[src/rtl/timer_arbiter.sv]
// rtl/timer_arbiter.sv - round-robin arbiter sharing one down-counting interval timer among N requesters
module timer_arbiter #(
  parameter int N = 4,
  parameter int W = 4
) (
  input  logic           clk,
  input  logic           rst,
  input  logic [N-1:0]   req,
  input  logic [N*W-1:0] dur,
  output logic [N-1:0]   gnt,
  output logic [N-1:0]   done,
  output logic           busy,
  output logic [W-1:0]   count
);

  localparam int PW = (N > 1) ? $clog2(N) : 1;

  typedef enum logic [1:0] {
    IDLE = 2'd0,
    RUN  = 2'd1,
    DONE = 2'd2
  } state_t;

  state_t         state, state_nx;
  logic [PW-1:0]  ptr, ptr_nx;
  logic [N-1:0]   gnt_nx, done_nx;
  logic [W-1:0]   count_nx;
  logic           found;
  logic [PW-1:0]  win;
  logic [PW-1:0]  idx;
  logic [N*W-1:0] dur_sel;

  // ptr holds the last winner (and current owner), so the search starts just above it
  always_comb begin
    found = 1'b0;
    win   = ptr;
    idx   = '0;
    for (int k = 1; k <= N; k++) begin
      idx = PW'((int'(ptr) + k) % N);
      if (!found && req[idx]) begin
        found = 1'b1;
        win   = idx;
      end
    end
  end

  assign dur_sel = dur >> (int'(win) * W);

  always_comb begin
    state_nx = state;
    gnt_nx   = gnt;
    done_nx  = '0;
    count_nx = count;
    ptr_nx   = ptr;
    case (state)
      IDLE: begin
        gnt_nx   = '0;
        count_nx = '0;
        if (found) begin
          gnt_nx[win] = 1'b1;
          count_nx    = dur_sel[W-1:0];
          ptr_nx      = win;
          state_nx    = RUN;
        end
      end
      RUN: begin
        if (!req[ptr]) begin
          gnt_nx   = '0;
          count_nx = '0;
          state_nx = IDLE;
        end else if (count != '0) begin
          count_nx = count - W'(1);
        end else begin
          done_nx[ptr] = 1'b1;
          gnt_nx       = '0;
          state_nx     = DONE;
        end
      end
      DONE: begin
        state_nx = IDLE;
      end
      default: begin
        gnt_nx   = '0;
        count_nx = '0;
        state_nx = IDLE;
      end
    endcase
  end

  always_ff @(posedge clk or negedge rst) begin
    if (!rst) begin
      state <= IDLE;
      gnt   <= '0;
      done  <= '0;
      count <= '0;
      ptr   <= PW'(N - 1);
    end else begin
      state <= state_nx;
      gnt   <= gnt_nx;
      done  <= done_nx;
      count <= count_nx;
      ptr   <= ptr_nx;
    end
  end

  assign busy = (state == RUN) || (state == DONE);

endmodule
[config.mk]
export PLATFORM = sky130hd
export DESIGN_NAME = timer_arbiter
export DESIGN_NICKNAME = d
export VERILOG_FILES = /design/src/rtl/timer_arbiter.sv
export SDC_FILE = /design/constraint.sdc
export NUM_CORES = 1
export LEC_CHECK = 0
export BUFFER_PORTS_ARGS = -buffer_cell sky130_fd_sc_hd__clkbuf_2
export CORE_MARGIN = 4
export CORE_UTILIZATION = 35
export CTS_BUF_LIST = sky130_fd_sc_hd__clkbuf_2 sky130_fd_sc_hd__clkbuf_4 sky130_fd_sc_hd__clkbuf_8
export DETAILED_ROUTE_END_ITERATION = 16
export PLACE_DENSITY = 0.68
export SETUP_SLACK_MARGIN = 0.3
export SYNTH_ARGS = -nofsm -noshare
export SYNTH_HDL_FRONTEND = slang
export SYNTH_SLANG_ARGS = --single-unit
[constraint.sdc]
create_clock -name clk -period 2.8 [get_ports clk]
set_input_delay 0.7 -clock clk [delete_from_list [all_inputs] [get_ports clk]]
set_output_delay 0.7 -clock clk [all_outputs]
set_load 0.1 [all_outputs]
Word level (Yosys, flattened, before mapping)
Index checks and enable logic that the tools add are counted.
{"block": "totals", "wordCells": 77, "out_inout_bits": 13, "input_bits": 22, "ff_bits": 16}
{"block": "classes", "order_cmp": 8, "add_sub_neg": 5, "mux": 37, "n_reduce_logical": 15, "bitwise": 1, "shift": 1, "eq_ne": 5}
{"op": "$mux 4", "n": 9}
{"op": "$pmux 4 s3", "n": 2}
{"op": "$lt 2x3->1 const B", "n": 6}
{"op": "$shr 16x4->4", "n": 1}
{"op": "$mux 2", "n": 7}
{"op": "$mux 1", "n": 11}
{"op": "$bmux 1 s2", "n": 5}
{"op": "$reduce_and 2->1", "n": 4}
{"op": "$ne 3x3->1 const B", "n": 2}
{"op": "$logic_and 1x1->1", "n": 5}
{"op": "$add 2x1->2 const B", "n": 2}
{"op": "$add 2x2->2 const B", "n": 2}
{"op": "$demux 1 s2", "n": 2}
{"op": "$ge 2x1->1 const B", "n": 2}
{"op": "$pmux 2 s2", "n": 1}
{"op": "$reduce_bool 4->1", "n": 1}
{"op": "$sub 4x1->4 const B", "n": 1}
{"op": "$logic_not 1->1", "n": 3}
{"op": "$eq 2x1->1 const B", "n": 1}
{"op": "$eq 2x2->1 const B", "n": 1}
{"op": "$logic_not 2->1", "n": 1}
{"op": "$ne 2x2->1 const B", "n": 1}
{"op": "$logic_or 1x1->1", "n": 1}
{"op": "$not 1->1", "n": 1}

Logic depth before layout (Yosys ltp)
{"block": "depth", "ltp_word": 19, "depth_mapped": 10, "mapped_depth_nobuf": 9}

Least setup slack after synthesis
OpenSTA, ideal clock, no wires.
{"block": "synth_timing", "kind": "flip-flop to flip-flop", "from": "reg count[0]", "to": "reg gnt[1]", "path_slack_ns": 0.266, "stages_incl_launch_ff": 10, "n_path_buf": 1, "required_time_ns": 2.677, "period_less_slack_ns": 2.534, "arrival_time_ns": 2.411, "setup_time_ns": 0.123, "path_cell_list": "dfrtp_1 -> inv_1 -> ha_1 -> inv_1 -> nor3_1 -> nor2_1 -> or2_2 -> clkbuf_1 -> nor2_1 -> a32o_1"}
{"block": "synth_between", "elab_chain_len": 3}
{"element": "start: declaration", "line_no": "13", "rtl": "output logic [W-1:0] count"}
{"element": "start signal: assignment", "line_no": "101", "rtl": "count <= count_nx;"}
{"element": "$reduce_bool 4->1", "line_no": "71", "rtl": "end else if (count != '0) begin"}
{"element": "$ne 3x3->1 (no line)"}
{"element": "$reduce_and 2->1 (no line)"}
{"element": "end signal: assignment", "line_no": "99", "rtl": "gnt <= gnt_nx;"}
{"element": "end: declaration", "line_no": "10", "rtl": "output logic [N-1:0] gnt,"}
Every way passes these cells.
A chain may end at the register's enable or synchronous reset.

Final worst setup path
{"block": "layout_timing", "from": "reg ptr[0]", "to": "reg count[3]"}
{"block": "layout_between", "elab_chain_len": 16, "elab_cells_between_ends": 34, "cone_classes": "add/sub (4); eq/ne (1); shift (1); mux (21); reduce/logical (7)"}
{"element": "start: declaration", "line_no": "25", "rtl": "logic [PW-1:0] ptr, ptr_nx;"}
{"element": "start signal: assignment", "line_no": "96", "rtl": "ptr <= PW'(N - 1);"}
{"element": "start signal: assignment", "line_no": "102", "rtl": "ptr <= ptr_nx;"}
{"element": "$add 2x1->2", "line_no": "39", "rtl": "idx = PW'((int'(ptr) + k) % N);"}
{"element": "$bmux 1 s2", "line_no": "40", "rtl": "if (!found && req[idx]) begin"}
{"element": "$mux 1 (not written as such)", "line_no": "40"}
{"element": "$mux 1", "line_no": "40"}
{"element": "$logic_not 1->1", "line_no": "40"}
{"element": "$logic_and 1x1->1", "line_no": "40"}
{"element": "$mux 1", "line_no": "40"}
{"element": "$logic_not 1->1", "line_no": "40"}
{"element": "$logic_and 1x1->1", "line_no": "40"}
{"element": "$mux 1", "line_no": "40"}
{"element": "$logic_not 1->1", "line_no": "40"}
{"element": "$logic_and 1x1->1", "line_no": "40"}
{"element": "$mux 2", "line_no": "40"}
{"element": "$shr 16x4->4", "line_no": "47", "rtl": "assign dur_sel = dur >> (int'(win) * W);"}
{"element": "$mux 4", "line_no": "59", "rtl": "if (found) begin"}
{"element": "$pmux 4 s3", "line_no": "55", "rtl": "case (state)"}
Parallel ways exist; a longest one is shown, timed or not. The select of a mux whose other input is x is not followed.

==> impl_metrics.sql <==
INSERT INTO impl_metrics (metric_group, metric, value, unit) VALUES
('hold_path', 'timing.hold.worst.class', 'in2async', ''),
('worst_setup_path', 'critical-path-top-delay-family', 'multiplexers', ''),
('detailed_routing', 'detail_route.wl_per_cell', '14.2', 'µm'),
('cells_and_area', 'layout.nets', '199', ''),
('floorplanning', 'placementRows', '21', ''),
('worst_setup_path', 'critical_path_peak_fanout', '14', ''),
('timing', 'report.final.slew_viol_count', '0', ''),
('logic_synthesis', 'synthFlopType', 'dfrtp_1', ''),
('timing', 'timing.final.hold_violations', '0', ''),
('timing', 'fmax', '417', 'MHz'),
('cells_and_area', 'fillerInstances', '324', ''),
('worst_setup_path', 'crit_buf_inv', '2', ''),
('worst_setup_path', 'ff2ff_path_depth', '7', ''),
('clock_tree', 'clkTransAtPathRegs', '0.06', 'ns'),
('logic_synthesis', 'syn-instance-count', '127', ''),
('cells_and_area', 'syn_to_final_growth', '24.9', '%'),
('logic_synthesis', 'yosys_warnings', '0', ''),
('detailed_routing', 'route.vias.total', '1133', ''),
('detailed_routing', 'average_via_count_per_standard_cell', '5.29', ''),
('cells_and_area', 'leading_cell_type_in_the_layout_fill_and_taps_excluded', 'clkbuf_2', ''),
('job', 'max_cap_violations', '0', ''),
('outcome', 'status', 'finished clean', ''),
('global_routing', 'first_global_vias', '1070', ''),
('timing', 'unrepaired_setup_endpoints_after_global_routing', 'false', ''),
('timing', 'final.setup_skew', '0.000486', 'ns'),
('global_routing', 'grt_usage', '13.7', '%'),
('worst_setup_path', 'arrival_time_of_the_worst_setup_path', '2.52', 'ns'),
('floorplanning', 'floorplan.die_area', '4700', 'µm²'),
('logic_synthesis', 'most_area_hungry_cell_type_in_the_yosys_netlist', 'dfrtp_1', ''),
('timing', 'max_slew_headroom', '63.4', '%'),
('timing', 'final-setup-viol-count', '0', ''),
('cells_and_area', 'fraction_of_layout_cells_with_a_size_suffix_above_1', '36.9', '%'),
('clock_tree', 'numCtsBuffers', '3', ''),
('global_routing', 'grt_max_degree', '17', ''),
('logic_synthesis', 'synth_top_cell_area_share', '27.3', '%'),
('detailed_routing', 'remaining_drc_errors', '0', ''),
('clock_tree', 'cts_buffer_depth', '2', ''),
('worst_setup_path', 'worstPathCellList', 'buf_6 > mux4_2 > a31oi_4 > xnor2_4 > buf_4 > mux2i_1 > o221ai_1', ''),
('floorplanning', 'fp.coreArea', '3440', 'µm²'),
('logic_synthesis', 'synth_edf_count', '0', ''),
('floorplanning', 'ioPinCount', '35', ''),
('detailed_routing', 'drt_iter0_drcs', '27', ''),
('detailed_routing', 'detail-route-antenna-nets', '0', ''),
('worst_setup_path', 'crit-reg2reg-capture', 'count[3]', ''),
('clock_tree', 'holdBufCountCts', '0', ''),
('worst_setup_path', 'timing.rr.start', 'ptr[0]', ''),
('worst_setup_path', 'worst-r2r-setup-slack', '0.40', 'ns'),
('timing', 'period_share', '85.7', '%'),
('detailed_routing', 'postRouteWirelength', '3.03', 'mm'),
('floorplanning', 'fp.dieW', '68.6', 'µm'),
('clock_tree', 'root_buffer', 'clkbuf_8', ''),
('worst_setup_path', 'slowest_stage', 'dfstp_2', ''),
('logic_synthesis', 'synth_sequential_area_ratio', '31.4', '%'),
('global_routing', 'grt_first_pass_wirelength', '4.90', 'mm'),
('clock_tree', 'ctsHtreeMaxLevel', '1', ''),
('logic_synthesis', 'yosys_register_bits', '16', ''),
('logic_synthesis', 'ys_types', '50', ''),
('logic_synthesis', 'mappedNetlistArea', '1280', 'µm²'),
('worst_setup_path', 'timing.critical_path.slowest_cell_delay', '0.56', 'ns'),
('timing', 'worst_slew_pin_slew', '0.551', 'ns'),
('worst_setup_path', 'startpoint_to_endpoint_class_of_the_critical_path', 'reg2reg', ''),
('cells_and_area', 'most-common-layout-cells', '34 x clkbuf_2, 14 x inv_1, 13 x dfrtp_1, 9 x mux2i_1', ''),
('floorplanning', 'start_util', '37.3', '%'),
('global_routing', 'antenna_found_initial', '0', ''),
('placed_design', 'finalWeightedCongestion', '0.838', ''),
('detailed_routing', 'drt_pre_antenna_iters', '4', ''),
('clock_tree', 'cts_tree', 'yes', ''),
('logic_synthesis', 'synth_top_cells_by_area', 'dfrtp_1 27%, ha_1 7.8%, mux2i_1 7.0%', ''),
('placed_design', 'io_buffers', '34', ''),
('global_routing', 'globalRouteOverflowTotal', '0', ''),
('worst_setup_path', 'crit_required', '2.92', 'ns');
## Yosys cell counts, types with 3 or more instances
| master | n |
|---|---|
| dfrtp_1 | 14 |
| inv_1 | 14 |
| mux2i_1 | 9 |
| ha_1 | 8 |
| nor2_1 | 8 |
| a21oi_1 | 6 |
| and2_1 | 4 |
| a22oi_1 | 3 |
| buf_2 | 3 |
| nand2_1 | 3 |
| nand2b_1 | 3 |
| nor3_1 | 3 |
| o221ai_1 | 3 |
| or2_1 | 3 |
## worst max path at each step
| stage | start | to | slack (ns) | cells after the start |
|---|---|---|---|---|
| finish | ptr[0] | count[3] | 0.40 | 7 |
| global route | ptr[0] | count[2] | 0.30 | 7 |
| CTS | ptr[1] | count[2] | 0.32 | 8 |
| detailed placement | req[3] | count[2] | 0.18 | 7 |
| global placement | req[3] | count[2] | 0.25 | 7 |
| floorplan | ptr[0] | count[1] | 0.32 | 10 |
## cells by family after synthesis
group | Yosys count | synth area share, %
and+or+nand+nor | 36 | 15.3
AOI/OAI and AO/OA | 31 | 20.5
buffers and inverters | 21 | 8.86
DFF | 16 | 31.4
muxes | 13 | 13.4
adders and majority gates | 8 | 7.79
xor gates and xnor gates | 2 | 2.82
## flip-flops by register name, summed over array words and instances, names as in the netlist
name / flops
gnt: 4
count: 4
ptr: 2
done: 4
state: 2
## final cells by class
cell class	count	area (µm²)	area share, %
Tap cell	46	57.6	3.59
Sequential cell	16	404	25.2
Clock buffer	4	55.1	3.43
Inverter	14	52.6	3.27
Timing Repair Buffer	44	262	16.3
Multi-Input combinational cell	90	774	48.2
## metal layers
| metal | global-route usage [%] | vias up | share of wire, % |
|---|---|---|---|
| li1 | - | 549 | - |
| met1 | 16.9 | 538 | 44 |
| met3 | 1.78 | 9 | 7.3 |
| met4 | 6.70 | 0 | 2.4 |
| met5 | 0 | - | 0 |
| met2 | 23.4 | 37 | 46 |
## stage by stage
stage	cells	area (µm²)	worst slack [ns]	utilization, %	hold WS, ns
finish	214	1610	0.401	46.6	0.368
global route	214	1610	0.303	46.6	0.402
CTS	210	1580	0.322	45.8	0.378
detailed placement	202	1470	0.178	42.6	0.498
global placement	202	1470	0.251	42.6	0.490
floorplan	127	1290	0.320	-	0.404
## worst register-to-register path: stages (launching register included)
cell,delay [ns]
dfstp_2,0.56
buf_6,0.17
mux4_2,0.54
a31oi_4,0.27
xnor2_4,0.22
buf_4,0.18
mux2i_1,0.18
o221ai_1,0.14
## what timing repair did
item                       in CTS  in global routing
buffers inserted                4                  4
setup endpoints to repair       5                  4
cloned                          0                  0
pin swaps                       1                  2
resized for setup               2                  0
Power is left out: the tool's default activity adds up to more than one toggle a clock period on the data nets, which glitch-free logic cannot reach.
